==> src/rtl/run_sequencer_pkg.sv <==
// Shared definitions for the run-control sequencer: FSM state encoding and
// the default width of the performance counters.
package definitions;

  typedef enum logic [2:0] {
    IDLE,
    INIT,
    RUN,
    LDWAIT,
    DONE
  } seq_state_t;

  localparam int kSEQ_CYC_W = 16;

endpackage

==> src/rtl/run_sequencer_sat_counter.sv <==
// Saturating up-counter with synchronous clear. It holds at all-ones instead
// of wrapping, so a long program still reports the largest representable count.
module sat_counter
  import definitions::*;
#(
  parameter int W = kSEQ_CYC_W
) (
  input  logic         Clk,
  input  logic         Reset,
  input  logic         clr,
  input  logic         inc,
  output logic [W-1:0] q
);

  localparam logic [W-1:0] MAX_VAL = {W{1'b1}};

  // Clear has priority over increment; the increment stops at the maximum value.
  always_ff @(posedge Clk or negedge Reset) begin
    if (!Reset) begin
      q <= '0;
    end else if (clr) begin
      q <= '0;
    end else if (inc && (q != MAX_VAL)) begin
      q <= q + W'(1);
    end
  end

endmodule

==> src/rtl/run_sequencer.sv <==
// Run-control sequencer for the single-cycle core. It starts the program on a
// harness pulse, gates PC advance and register/memory writes, holds the core
// while a load waits on data memory, stops on halt, and counts cycles and
// retired instructions.
module run_sequencer
  import definitions::*;
#(
  parameter int MEM_LAT = 1,
  parameter int CYC_W   = kSEQ_CYC_W
) (
  input  logic             Clk,
  input  logic             Reset,
  input  logic             start,
  input  logic             halt_req,
  input  logic             ReadMem,
  input  logic             WriteMem,
  output logic             pc_init,
  output logic             pc_en,
  output logic             reg_we_gate,
  output logic             mem_we_gate,
  output logic             stall,
  output logic             done,
  output logic [CYC_W-1:0] cycle_ct,
  output logic [CYC_W-1:0] instr_ct
);

  // A zero-latency memory still needs a one-bit counter so the declaration stays legal.
  localparam int WAIT_W = (MEM_LAT > 0) ? $clog2(MEM_LAT + 1) : 1;
  localparam logic [WAIT_W-1:0] WAIT_LOAD = (MEM_LAT > 0) ? WAIT_W'(MEM_LAT - 1) : '0;

  seq_state_t        state;
  logic [WAIT_W-1:0] wait_ct;
  logic              load_stall;
  logic              cnt_clr;
  logic              cyc_inc;
  logic              instr_inc;

  assign load_stall = ReadMem && (MEM_LAT > 0);

  // State register and load wait counter; reset parks the sequencer in IDLE with no pending wait.
  always_ff @(posedge Clk or negedge Reset) begin
    if (!Reset) begin
      state   <= IDLE;
      wait_ct <= '0;
    end else begin
      case (state)
        IDLE: begin
          if (start) state <= INIT;
        end
        INIT: begin
          state <= RUN;
        end
        RUN: begin
          if (halt_req) begin
            state <= DONE;
          end else if (load_stall) begin
            state   <= LDWAIT;
            wait_ct <= WAIT_LOAD;
          end
        end
        LDWAIT: begin
          if (wait_ct != '0) begin
            wait_ct <= wait_ct - WAIT_W'(1);
          end else begin
            state <= RUN;
          end
        end
        DONE: begin
          if (start) state <= INIT;
        end
        default: begin
          state <= IDLE;
        end
      endcase
    end
  end

  // Gate and status outputs follow the state and, in RUN, the decoder flags of the current instruction.
  always_comb begin
    pc_init     = 1'b0;
    pc_en       = 1'b0;
    reg_we_gate = 1'b0;
    mem_we_gate = 1'b0;
    stall       = 1'b0;
    done        = 1'b0;
    cnt_clr     = 1'b0;
    cyc_inc     = 1'b0;
    instr_inc   = 1'b0;
    case (state)
      INIT: begin
        pc_init = 1'b1;
        cnt_clr = 1'b1;
      end
      RUN: begin
        cyc_inc = 1'b1;
        if (halt_req) begin
          instr_inc = 1'b1;
        end else if (load_stall) begin
          stall = 1'b1;
        end else begin
          pc_en       = 1'b1;
          reg_we_gate = 1'b1;
          mem_we_gate = WriteMem;
          instr_inc   = 1'b1;
        end
      end
      LDWAIT: begin
        stall   = 1'b1;
        cyc_inc = 1'b1;
        if (wait_ct == '0) begin
          pc_en       = 1'b1;
          reg_we_gate = 1'b1;
          instr_inc   = 1'b1;
        end
      end
      DONE: begin
        done = 1'b1;
      end
      default: begin
        pc_init = 1'b0;
      end
    endcase
  end

  sat_counter #(.W(CYC_W)) u_cycle_ct (
    .Clk   (Clk),
    .Reset (Reset),
    .clr   (cnt_clr),
    .inc   (cyc_inc),
    .q     (cycle_ct)
  );

  sat_counter #(.W(CYC_W)) u_instr_ct (
    .Clk   (Clk),
    .Reset (Reset),
    .clr   (cnt_clr),
    .inc   (instr_inc),
    .q     (instr_ct)
  );

endmodule
==> config.mk <==
export PLATFORM = sky130hd
export DESIGN_NAME = run_sequencer
export DESIGN_NICKNAME = d
export VERILOG_FILES = /design/src/rtl/run_sequencer_pkg.sv /design/src/rtl/run_sequencer_sat_counter.sv /design/src/rtl/run_sequencer.sv
export SDC_FILE = /design/constraint.sdc
export NUM_CORES = 1
export LEC_CHECK = 0
export CAP_MARGIN = 20
export CORE_MARGIN = 2
export CORE_UTILIZATION = 45
export CTS_CLUSTER_DIAMETER = 80
export CTS_CLUSTER_SIZE = 16
export DETAILED_ROUTE_END_ITERATION = 7
export HOLD_SLACK_MARGIN = 0.1
export PLACE_DENSITY = 0.77
export SKIP_CTS_REPAIR_TIMING = 1
export SYNTH_ARGS = -nofsm -noshare
export SYNTH_HDL_FRONTEND = slang
export SYNTH_SLANG_ARGS = --single-unit
export TNS_END_PERCENT = 5
==> constraint.sdc <==
create_clock -name Clk -period 2.5 [get_ports Clk]
set_input_delay 0.375 -clock Clk [delete_from_list [all_inputs] [get_ports Clk]]
set_output_delay 0.375 -clock Clk [all_outputs]
set_load 0.01 [all_outputs]
After elaboration in Yosys (flattened, before gate mapping)
Index checks and enable logic that the tools add are counted.
W data, S select, Z words.
- mux-type cells: 28
- equal/unequal tests: 11
- reductions and logical operators: 10
- add/subtract/negate cells: 3
- operator list (kind ; number):
    $mux W16 ; 4
    $add A16 B1 Y16 const B ; 2
    $ne A16 B16 Y1 const B ; 2
    $mux W1 ; 15
    $mux W3 ; 4
    $pmux W3 S4 ; 1
    $pmux W1 S2 ; 4
    $eq A3 B2 Y1 const B ; 2
    $ne A2 B2 Y1 const B ; 3
    $reduce_and A3 Y1 ; 2
    $reduce_bool A2 Y1 ; 3
    $reduce_or A2 Y1 ; 2
    $eq A3 B1 Y1 const B ; 1
    $eq A3 B3 Y1 const B ; 1
    $logic_not A3 Y1 ; 1
    $ne A3 B3 Y1 const B ; 1
    $logic_and A1 B1 Y1 ; 2
    $ne A2 B1 Y1 const B ; 1
    $sub A1 B1 Y1 const B ; 1
- word-level logic and storage cells: 56
- output and inout port bits: 38
- flip-flop bits (word level): 36
- input port bits: 6

Longest topological paths before layout
Gate-level depths: netlist of the first run.
- depth in word-level cells: 6
- depth in mapped cells: 7
- mapped depth without buffers: 6

By module
Synthesis of the first run repeated with hierarchy kept, for this count alone.
- cell total of the unflattened synthesis: 218
- area, all modules: 2089.5 sq um
- modules (own cells, without submodules) (module ; cells an instance ; sequential area each (sq um) ; instances ; area an instance (sq um)):
    sat_counter ; 98 ; 400.4 ; 2 ; 942.2
    run_sequencer ; 22 ; 75.1 ; 1 ; 205.2

Least setup slack after synthesis of the first run
Ideal clock, no wire load.
- path type: register -> register
- start: register u_instr_ct.q[0]
- end: register u_instr_ct.q[8]
- library setup time: 0.119 ns
- required time: 2.381 ns
- setup slack: 0.632 ns
- buffers on the path: 0
- cell stages (with the launch flop): 7
- data arrival time: 1.749 ns
- clock period less this slack: 1.868 ns
- path through: dfrtp_1 > ha_1 > nand3_2 > or4_4 > and4_1 > xnor2_1 > nor2_1
- cells in the longest elaborated chain, start to end: 3
- elaborated cells between the ends (all ways): 6
- those cells by class: add/sub: 1; eq/ne: 1; mux: 2; reduce/logical: 2
- ends and longest elaborated chain (element ; RTL line ; RTL):
    from (decl) ; run_sequencer_sat_counter.sv:12 ; output logic [W-1:0] q
    from (signal assigned) ; run_sequencer_sat_counter.sv:24 ; q <= q + W'(1);
    $add A16 B1 Y16 or $ne A16 B16 Y1 (tied branches) ; run_sequencer_sat_counter.sv:24, run_sequencer_sat_counter.sv:23 ;
    $mux W16 or $logic_and A1 B1 Y1 (tied branches) ; run_sequencer_sat_counter.sv:23 ; end else if (inc && (q != MAX_VAL)) begin
    $mux W16 or $reduce_bool A2 Y1 (tied branches) ; - ;
Parallel ways exist; a longest one is shown, timed or not. The select of a mux whose other input is x is not followed.
A chain may end at the register's enable or synchronous reset.

Worst setup path after layout of the first run
- start: register state[2]
- end: output mem_we_gate
- cells in the longest elaborated chain, start to end: 2
- ends and longest elaborated chain (element ; RTL line ; RTL):
    from (decl) ; run_sequencer.sv:31 ; seq_state_t state;
    from (signal assigned) ; run_sequencer.sv:43 ; state <= IDLE;
    from (signal assigned) ; run_sequencer.sv:48 ; if (start) state <= INIT;
    from (signal assigned) ; run_sequencer.sv:51 ; state <= RUN;
    $eq A3 B2 Y1 ; run_sequencer.sv:89 ; case (state)
    $mux W1 ; run_sequencer.sv:89 ;
    to (decl) ; run_sequencer.sv:20 ; output logic mem_we_gate,
No other way between the ends.

==> impl_metrics.json, run 1 <==
{
  "vias": 1782,
  "antenna_found_initial": 0,
  "hpwl_mm": 3.26,
  "antenna_left": 0,
  "cts_sinks": 35,
  "syn-cell-area_mm2": 0.00194,
  "syn_inst": 215,
  "port_buffers": 43,
  "hold_viol_final": 0,
  "max-cap-violations": 0,
  "drive_above_1_share_pct": 8.43,
  "synthAdderAreaFrac_pct": 1.29,
  "crit_type": "reg2out",
  "place_congestion": 0.835,
  "synth_top_area_share_pct": 45.0,
  "end_kind": "primary output",
  "startpoint_type": "flop",
  "synth_top_family_by_area": "simple AND/OR/NAND/NOR gates",
  "synth_compound_area_share_pct": 16.0,
  "synth.largest_area_cell": "dfrtp_1",
  "cts_tree": "done",
  "cts_buffers": 5,
  "die_w_um": 69.7,
  "async_flop_share_pct": 100,
  "io_pins": 44,
  "fin_crit_ns": 2.18,
  "worstMarginPinSlew_ns": 0.624,
  "slew_violations": 0,
  "syn2layout_area_growth_pct": 29.8,
  "clock_path_buffers": 2,
  "tns_ns": 0,
  "yosysWarnings": 0,
  "synthMuxAreaShare_pct": 4.12,
  "p_leak_nw": 1.00,
  "clock-root-buffer": "clkbuf_8",
  "ys_seq_area_share_pct": 45.0,
  "clk-insertion-delay-late_ns": 0.29,
  "min_path_type": "in2async",
  "fin_skew_ns": 0.00425,
  "yosysMostFrequentCell": "dfrtp_1",
  "synth_xor_area_share_pct": 2.25,
  "first_pass_iters": 4,
  "start_util_pct": 47.6,
  "grt_pass1_wl_mm": 7.65,
  "die-area_mm2": 0.00486,
  "path_max_fanout": 7,
  "worstPathRequired_ns": 2.12,
  "synth_area_leaders": "dfrtp_1 (45%), nand2_1 (4.2%), mux2i_1 (4.1%)",
  "grt_overflow": 0,
  "drt_iter0_markers": 83,
  "rsz0062_at_grt": "false",
  "cts.reportedPaths.clkPinSlew_ns": 0.07,
  "route.detailed.drc": 0,
  "wl_per_cell_um": 14.7,
  "dp_slack_ns": 0.393,
  "cts_max_level": 2,
  "finalSetupViolCount": 0,
  "synth-edff-count": 0,
  "fmax_ghz": 0.458,
  "synth_cell_type_count": 48,
  "grtUsageTotal_pct": 19.5,
  "finalCritPeriodShare_pct": 87.3,
  "status": "completed",
  "syn_nets": 223,
  "synth-simple-area-share_pct": 27.3,
  "synth_seq_cells": 35,
  "synth.avg_cell_area_um2": 9.04,
  "synth_flop_cell": "dfrtp_1",
  "rows": 23,
  "fin_ws_ns": 0.317,
  "cp_data_arrival_time_ns": 1.81,
  "grt_max_degree": 36,
  "yosys-top-cells-count": "dfrtp_1 (35), nand2_1 (22), nor2_1 (19), a21oi_1 (15), nand3_1 (13)",
  "powerDensity_mw_per_mm2": 763,
  "vias_per_cell": 5.73,
  "finalWirelength_mm": 4.56,
  "core_area_mm2": 0.00409,
  "slew_headroom_pct": 58.4,
  "fin_nets": 268,
  "die_y_um": 69.7,
  "nFillCells": 380,
  "vdd.ir_drop.worst_mv": 0.438,
  "grt_pass1_vias": 1606,
  "diodes": 0
}
metal layers:
layer / global-route usage [%] / share of wire, % / vias up
met5: 0 / 0 / -
met3: 4.65 / 5.9 / 4
li1: - / - / 874
met1: 26.6 / 47 / 846
met2: 30.6 / 47 / 58
met4: 6.41 / 0.75 / 0
power breakdown:
part | total [W] | switching [W] | internal (W) | leakage (nW)
Sequential | 0.000736 | 0.000103 | 0.000633 | 0.479
Clock | 0.000458 | 0.000207 | 0.000251 | 0.0505
Combinational | 0.000731 | 0.000429 | 0.000303 | 0.471
state kept, by name, summed over array words and instances (netlist names):
register	count
u_instr_ct.q	16
state	3
u_cycle_ct.q	16
critical path: stages, from the launching register on:
cell             delay, ns
dfrtp_1               0.42
and2b_1               0.35
and4b_1               0.22
clkdlybuf4s50_1       0.53
layout by cell type, fill, tap and decap left out, types with 3 or more instances in the layout:
| cell | Yosys | layout |
|---|---|---|
| and3_1 | 4 | 4 |
| or3_1 | 7 | 7 |
| clkbuf_8 | 0 | 7 |
| inv_1 | 7 | 7 |
| dfrtp_1 | 35 | 35 |
| nand3_1 | 13 | 13 |
| nand3_2 | 3 | 3 |
| buf_4 | 3 | 4 |
| nor3_1 | 6 | 6 |
| clkdlybuf4s50_1 | 0 | 43 |
| nand2_1 | 22 | 22 |
| xnor2_1 | 4 | 4 |
| nor2_1 | 19 | 19 |
| o21ai_1 | 6 | 6 |
| a31oi_1 | 4 | 4 |
| mux2i_1 | 8 | 8 |
| nand4_1 | 7 | 7 |
| o31ai_1 | 5 | 5 |
| o21ai_0 | 6 | 6 |
| a21oi_1 | 15 | 15 |
cell families (layout without fill, tap and decap cells):
logic type	count (synthesis)	in the layout
DFF	35	35
buffers and inverters	17	63
and+or+nand+nor	99	99
AOI/OAI and AO/OA	49	49
xor gates and xnor gates	5	5
adders and majority gates	2	2
muxes	8	8
path summary, 6_finish.rpt:
check	cells after the start	from	slack [ns]	endpoint
worst max-delay path	3	state[2]	0.32	mem_we_gate
worst min-delay path	2	Reset	0.50	u_instr_ct.q[14]
worst max register to register	6	u_cycle_ct.q[0]	0.44	u_cycle_ct.q[11]
worst min register to register	1	state[2]	0.51	state[1]
max in group asynchronous	2	Reset	1.70	u_instr_ct.q[0]
min in group Clk	1	state[2]	0.51	state[1]
per-stage QoR:
| stage | area, µm² | total power [W] | cells | hold WS, ns | utilization (%) |
|---|---|---|---|---|---|
| after floorplan | 1940 | 0.00120 | 215 | 0.0794 | - |
| after global placement | 2420 | 0.00146 | 303 | 0.485 | 59.2 |
| after detailed placement | 2420 | 0.00148 | 303 | 0.501 | 59.2 |
| after CTS | 2520 | 0.00194 | 311 | 0.507 | 61.8 |
| after global routing | 2520 | 0.00206 | 311 | 0.529 | 61.8 |
| final | 2520 | 0.00193 | 311 | 0.496 | 61.8 |
layout make-up:
type | instances | area, µm² | area share, %
multi-input combinational | 163 | 991 | 39.3
clock buffer | 7 | 96.3 | 3.82
sequential | 35 | 876 | 34.7
inverter | 8 | 30.0 | 1.19
clock inverter | 1 | 7.51 | 0.297
timing repair buffer | 47 | 460 | 18.2
tap | 50 | 62.6 | 2.48
Note: power is estimated with default switching activity, not from simulation.
==> run 2, diff against run 1 <==
--- a/config.mk
+++ b/config.mk
@@ -7,2 +7,4 @@
 export LEC_CHECK = 0
+export ABC_AREA = 1
+export ABC_CLOCK_PERIOD_IN_PS = 2500
 export CAP_MARGIN = 20
@@ -14,3 +16,3 @@
 export HOLD_SLACK_MARGIN = 0.1
-export PLACE_DENSITY = 0.77
+export PLACE_DENSITY = 0.75
 export SKIP_CTS_REPAIR_TIMING = 1
==> constraint.sdc (replaced) <==
create_clock -name Clk -period 2.5 [get_ports Clk]
set_input_delay 0.25 -clock Clk [delete_from_list [all_inputs] [get_ports Clk]]
set_output_delay 0.25 -clock Clk [all_outputs]
set_load 0.01 [all_outputs]
==> run 2 against run 1 <==
Effect of this change:
- global-route usage rose by 1.5 points
- clock power fell by 7.9%
- clock-buffer cell count fell by 1
- final area rose by 10%
- synthesized cell count rose by 47%
- final cell count rose by 37%
- sequential share of layout area fell by 3.2 points
- non-clock buffer count fell by 3
- critical path depth rose by 4
- total power rose by 3.8%
==> impl_metrics.json, run 2 <==
{
  "internal_power_w": 0.00117,
  "cts_max_level": 2,
  "hpwl_mm": 3.74,
  "grt_pass1_wl_mm": 9.14,
  "slew_headroom_pct": 54.8,
  "p_clk_share_pct": 21.1,
  "powerDensity_mw_per_mm2": 720,
  "io_pins": 44,
  "path_cells": "inv_2 > nor2_4 > nand2_1 > nor2_1 > nand2_1 > o21ai_0 > clkdlybuf4s50_1",
  "cts.reportedPaths.clkPinSlew_ns": 0.07,
  "crit_buf_inv": 2,
  "mostFrequentLayoutCells": "nand2_1 (94), nand3_1 (62), clkdlybuf4s50_1 (43)",
  "syn2layout_area_growth_pct": 24.2,
  "antenna_found_initial": 0,
  "max-cap-violations": 0,
  "finalWirelength_mm": 5.37,
  "core_area_mm2": 0.00475,
  "vias": 2194,
  "clk-insertion-delay-late_ns": 0.29,
  "cts_tree": "done",
  "top_regs": "u_cycle_ct.q (16), u_instr_ct.q (16), state (3)",
  "ys_seq_area_share_pct": 39.2,
  "syn_inst": 317,
  "path_max_fanout": 4,
  "synth-edff-count": 0,
  "cts_sinks": 35,
  "wl_per_cell_um": 12.6,
  "worstPathRequired_ns": 2.25,
  "finalCritPeriodShare_pct": 86.1,
  "clock-root-buffer": "clkbuf_8",
  "syn_nets": 325,
  "p_leak_nw": 1.27,
  "place_congestion": 0.822,
  "antenna_left": 0,
  "synth_cell_type_count": 24,
  "cts_buffers": 5,
  "die_y_um": 74.5,
  "synth_flop_cell": "dfrtp_1",
  "hold_viol_final": 0,
  "synth_top_area_share_pct": 39.2,
  "vias_per_cell": 5.14,
  "yosysMostFrequentCell": "nand2_1",
  "worstMarginPinSlew_ns": 0.677,
  "crit_family": "buffers and inverters",
  "die-area_mm2": 0.00555,
  "grt_pass1_vias": 2056,
  "grt_max_degree": 37,
  "p_seq_share_pct": 36.9,
  "fin_crit_ns": 2.15,
  "tns_ns": 0,
  "p_comb_share_pct": 42.0,
  "syn-cell-area_mm2": 0.00223,
  "nFillCells": 476,
  "cp_data_arrival_time_ns": 1.90,
  "clock_path_buffers": 2,
  "grt_overflow": 0,
  "cpPeakStageDelay_ns": 0.58,
  "drive_above_1_share_pct": 6.94,
  "port_buffers": 43,
  "drt_iter0_markers": 123,
  "yosysWarnings": 0,
  "synth_seq_cells": 35,
  "end_kind": "primary output",
  "start_util_pct": 47.0,
  "yosys-top-cells-count": "nand2_1 (94), nand3_1 (62), dfrtp_1 (35), nor2_1 (35), inv_1 (27)",
  "grtUsageTotal_pct": 21.0,
  "min_path_type": "in2async",
  "r2r_setup_slack_ns": 0.58,
  "dp_slack_ns": 0.612,
  "route.detailed.drc": 0,
  "fin_skew_ns": 0.00403,
  "crit_slowest_cell": "clkdlybuf4s50_1",
  "power_switching_w": 0.000830,
  "synth.largest_area_cell": "dfrtp_1",
  "finalSetupViolCount": 0,
  "fin_nets": 368,
  "cp_common_cell": "nand2_1",
  "status": "completed",
  "vdd.ir_drop.worst_mv": 0.689,
  "rows": 25,
  "startpoint_type": "flop",
  "synth_area_leaders": "dfrtp_1 (39%), nand2_1 (16%), nand3_1 (14%)",
  "diodes": 0,
  "fin_ws_ns": 0.348,
  "die_w_um": 74.5,
  "slew_violations": 0,
  "final_common_cell": "nand2_1",
  "rsz0062_at_grt": "false",
  "netSwitchingFraction_pct": 41.5,
  "async_flop_share_pct": 100,
  "synth.avg_cell_area_um2": 7.05,
  "first_pass_iters": 4,
  "crit_type": "reg2out",
  "fmax_ghz": 0.465
}
==> run 2: changes by cell type after synthesis, sizes merged, moves of 5 or more <==
| cell | change |
|---|---|
| nor2 | +23 |
| mux2i | -8 |
| nand2 | +73 |
| nor3 | -7 |
| a21oi | -14 |
| inv | +21 |
| o31ai | -5 |
| nand3 | +46 |
| xor2 | +5 |
| or3 | -7 |
==> run 2: layer usage <==
metal  global-route usage, %  part of all wire, %  routed length (µm)
met1                    26.1                   45                2410
met2                    36.2                   48                2600
met3                    3.25                  5.2                 277
met4                    8.93                  1.5                  79
met5                       0                    0                   0
==> run 2: power by group through the flow <==
stage / Clock, W / Sequential (W) / Combinational [W]
after floorplan: 0 / 0.000754 / 0.000590
after global routing: 0.000459 / 0.000750 / 0.000931
after detailed placement: 0 / 0.000746 / 0.000842
after CTS: 0.000439 / 0.000736 / 0.000845
after global placement: 0 / 0.000743 / 0.000837
final: 0.000422 / 0.000737 / 0.000839
==> run 2: logic make-up (layout without fill, tap and decap cells) <==
| kind of cell | after synthesis | count (layout) | synth area share, % |
|---|---|---|---|
| compound gates | 21 | 21 | 6.10 |
| buf+inv | 37 | 80 | 7.89 |
| flops | 35 | 35 | 39.2 |
| simple gates | 213 | 213 | 42.2 |
| xor+xnor | 9 | 9 | 3.53 |
| fa+ha+maj | 2 | 2 | 1.12 |
==> run 2: through the flow <==
stage	hold WS [ns]	power, W	instance area [µm²]	utilization (%)	std cells
floorplan	-0.0456	0.00134	2230	-	317
global placement	0.537	0.00158	2690	56.6	420
detailed placement	0.545	0.00159	2690	56.6	420
CTS	0.394	0.00202	2780	58.4	427
global route	0.429	0.00214	2780	58.4	427
finish	0.372	0.00200	2780	58.4	427
==> run 2: layout make-up <==
| class | instances | area, µm² | share of cell area, % |
|---|---|---|---|
| clock buffer | 6 | 82.6 | 2.97 |
| clock inverter | 1 | 5.00 | 0.180 |
| inverter | 29 | 109 | 3.92 |
| multi-input combinational | 245 | 1180 | 42.6 |
| sequential | 35 | 876 | 31.5 |
| tap | 67 | 83.8 | 3.02 |
| timing repair buffer | 44 | 438 | 15.8 |
==> run 2: final timing paths <==
kind,start,end,cells past startpoint
setup / recovery,state[1],reg_we_gate,7
hold / removal,Reset,u_instr_ct.q[4],2
setup reg to reg,u_instr_ct.q[0],u_instr_ct.q[9],8
hold reg to reg,u_cycle_ct.q[1],u_cycle_ct.q[1],2
max in group asynchronous,Reset,state[1],2
min in group Clk,u_cycle_ct.q[1],u_cycle_ct.q[1],2
==> run 3, diff against run 2 <==
Settings changed: ABC_AREA 1 to 0, PLACE_DENSITY 0.75 to 0.74.
==> run 3 against run 2 <==
Effect of this change:
- utilization increased by 2.8 points
- first-iteration DRC count decreased by 37%
- worst setup slack better by 0.093 ns
- register-to-register slack worse by 0.10 ns
- clock power is 6.9% lower
- critical endpoint is now pc_init
- clock-buffer cell count rose by 1
==> impl_metrics.json, run 3 (synthesis results as in run 1) <==
{
  "status": "completed",
  "hold_viol_final": 0,
  "dp_cells": 303,
  "end_kind": "primary output",
  "clock_path_buffers": 2,
  "path_cells": "or3b_1 > inv_2 > clkdlybuf4s50_1",
  "antenna_left": 0,
  "fin_crit_ns": 2.06,
  "die_w_um": 69.7,
  "cts_tree": "done",
  "clk-insertion-delay-late_ns": 0.28,
  "p_clk_share_pct": 21.0,
  "cts_max_level": 2,
  "internal_power_w": 0.00113,
  "slew_headroom_pct": 57.9,
  "drt_iter0_markers": 78,
  "crit_slowest_cell": "clkdlybuf4s50_1",
  "grtUsageTotal_pct": 19.4,
  "netSwitchingFraction_pct": 39.5,
  "die-area_mm2": 0.00486,
  "drive_above_1_share_pct": 7.66,
  "p_leak_nw": 0.993,
  "core_area_mm2": 0.00409,
  "cpPeakStageDelay_ns": 0.53,
  "clock-root-buffer": "clkbuf_8",
  "startpoint_type": "flop",
  "p_comb_share_pct": 39.5,
  "p_seq_share_pct": 39.5,
  "top_regs": "u_cycle_ct.q (16), u_instr_ct.q (16), state (3)",
  "finalCritPeriodShare_pct": 82.4,
  "crit_buf_inv": 2,
  "port_buffers": 43,
  "fin_skew_ns": 0.00552,
  "fin_nets": 268,
  "dp_slack_ns": 0.525,
  "fin_ws_ns": 0.441,
  "hpwl_mm": 3.26,
  "vias_per_cell": 5.62,
  "finalWirelength_mm": 4.62,
  "io_pins": 44,
  "worstMarginPinSlew_ns": 0.631,
  "slew_violations": 0,
  "crit_type": "reg2out",
  "wl_per_cell_um": 14.9,
  "place_congestion": 0.850,
  "finalSetupViolCount": 0,
  "grt_overflow": 0,
  "met3_usage_pct": 4.36,
  "route.detailed.drc": 0,
  "cts.reportedPaths.clkPinSlew_ns": 0.07,
  "first_pass_iters": 5,
  "fmax_ghz": 0.486,
  "die_y_um": 69.7,
  "path_max_fanout": 10,
  "gr-max-usage-layer": "met1",
  "rsz0062_at_grt": "false",
  "grt_pass1_vias": 1605,
  "max-cap-violations": 0,
  "vdd.ir_drop.worst_mv": 0.592,
  "start_util_pct": 47.6,
  "min_path_type": "in2async",
  "crit_family": "buffers and inverters",
  "final_common_cell": "clkdlybuf4s50_1",
  "powerDensity_mw_per_mm2": 747,
  "grt_pass1_wl_mm": 7.73,
  "met1_usage_pct": 28.8,
  "vias": 1748,
  "rows": 23,
  "cp_data_arrival_time_ns": 1.81,
  "worstPathRequired_ns": 2.25,
  "grt_max_degree": 36,
  "cts_sinks": 35,
  "cts_buffers": 5,
  "final-instance-count-excl-fill": 311,
  "gr-usage-met2_pct": 28.4,
  "mostFrequentLayoutCells": "clkdlybuf4s50_1 (43), dfrtp_1 (35), nand2_1 (22)",
  "syn2layout_area_growth_pct": 28.6,
  "antenna_found_initial": 0,
  "diodes": 0,
  "tns_ns": 0,
  "power_switching_w": 0.000738
}
[run 3: cell count changes in the layout (fill, tap and decap cells not counted), moves of 6 or more]
cell / before / now
nand3_1: 62 / 13
inv_1: 27 / 7
nor3_1: 0 / 6
mux2i_1: 0 / 8
nor2_1: 35 / 19
or3_1: 0 / 7
a21oi_1: 3 / 15
nand2_1: 94 / 22
[run 3: routing by layer]
metal / part of all wire (%) / vias to the layer above
li1: - / 877
met1: 50 / 815
met2: 43 / 48
met3: 6.0 / 8
met4: 1.2 / 0
met5: 0 / -
[run 3: stage by stage]
| step | hold WS (ns) | util [%] | power [W] | area (µm²) |
|---|---|---|---|---|
| 2_1_floorplan | -0.0456 | - | 0.00120 | 1940 |
| 5_1_grt | 0.438 | 61.2 | 0.00200 | 2500 |
| 3_5_place_dp | 0.502 | 59.2 | 0.00148 | 2420 |
| 3_3_place_gp | 0.493 | 59.2 | 0.00147 | 2420 |
| 4_1_cts | 0.391 | 61.2 | 0.00188 | 2500 |
| 6_report | 0.373 | 61.2 | 0.00187 | 2500 |
[run 3: worst paths after layout]
| path | start | endpoint | slack, ns | depth (start not counted) |
|---|---|---|---|---|
| worst max register to register | u_cycle_ct.q[0] | u_cycle_ct.q[11] | 0.48 | 6 |
| max in group asynchronous | Reset | u_instr_ct.q[3] | 1.81 | 2 |
| min in group Clk | state[2] | state[1] | 0.51 | 1 |
| worst min-delay path | Reset | state[0] | 0.37 | 2 |
| worst max-delay path | state[0] | pc_init | 0.44 | 3 |
| worst min register to register | state[2] | state[1] | 0.51 | 1 |
[run 3: layout make-up]
type,instances,area (µm²)
Clock buffer,7,76.3
Fill cell,378,1590
Clock inverter,1,5.00
Sequential cell,35,876
Tap cell,50,62.6
Inverter,8,30.0
Multi-Input combinational cell,163,991
Timing Repair Buffer,47,460
[run 3: power by group through the flow]
stage | Sequential (W) | Clock, W | Combinational [W]
4_1_cts | 0.000736 | 0.000405 | 0.000738
5_1_grt | 0.000756 | 0.000431 | 0.000816
6_report | 0.000738 | 0.000393 | 0.000737
3_3_place_gp | 0.000741 | 0 | 0.000725
2_1_floorplan | 0.000737 | 0 | 0.000461
3_5_place_dp | 0.000747 | 0 | 0.000733
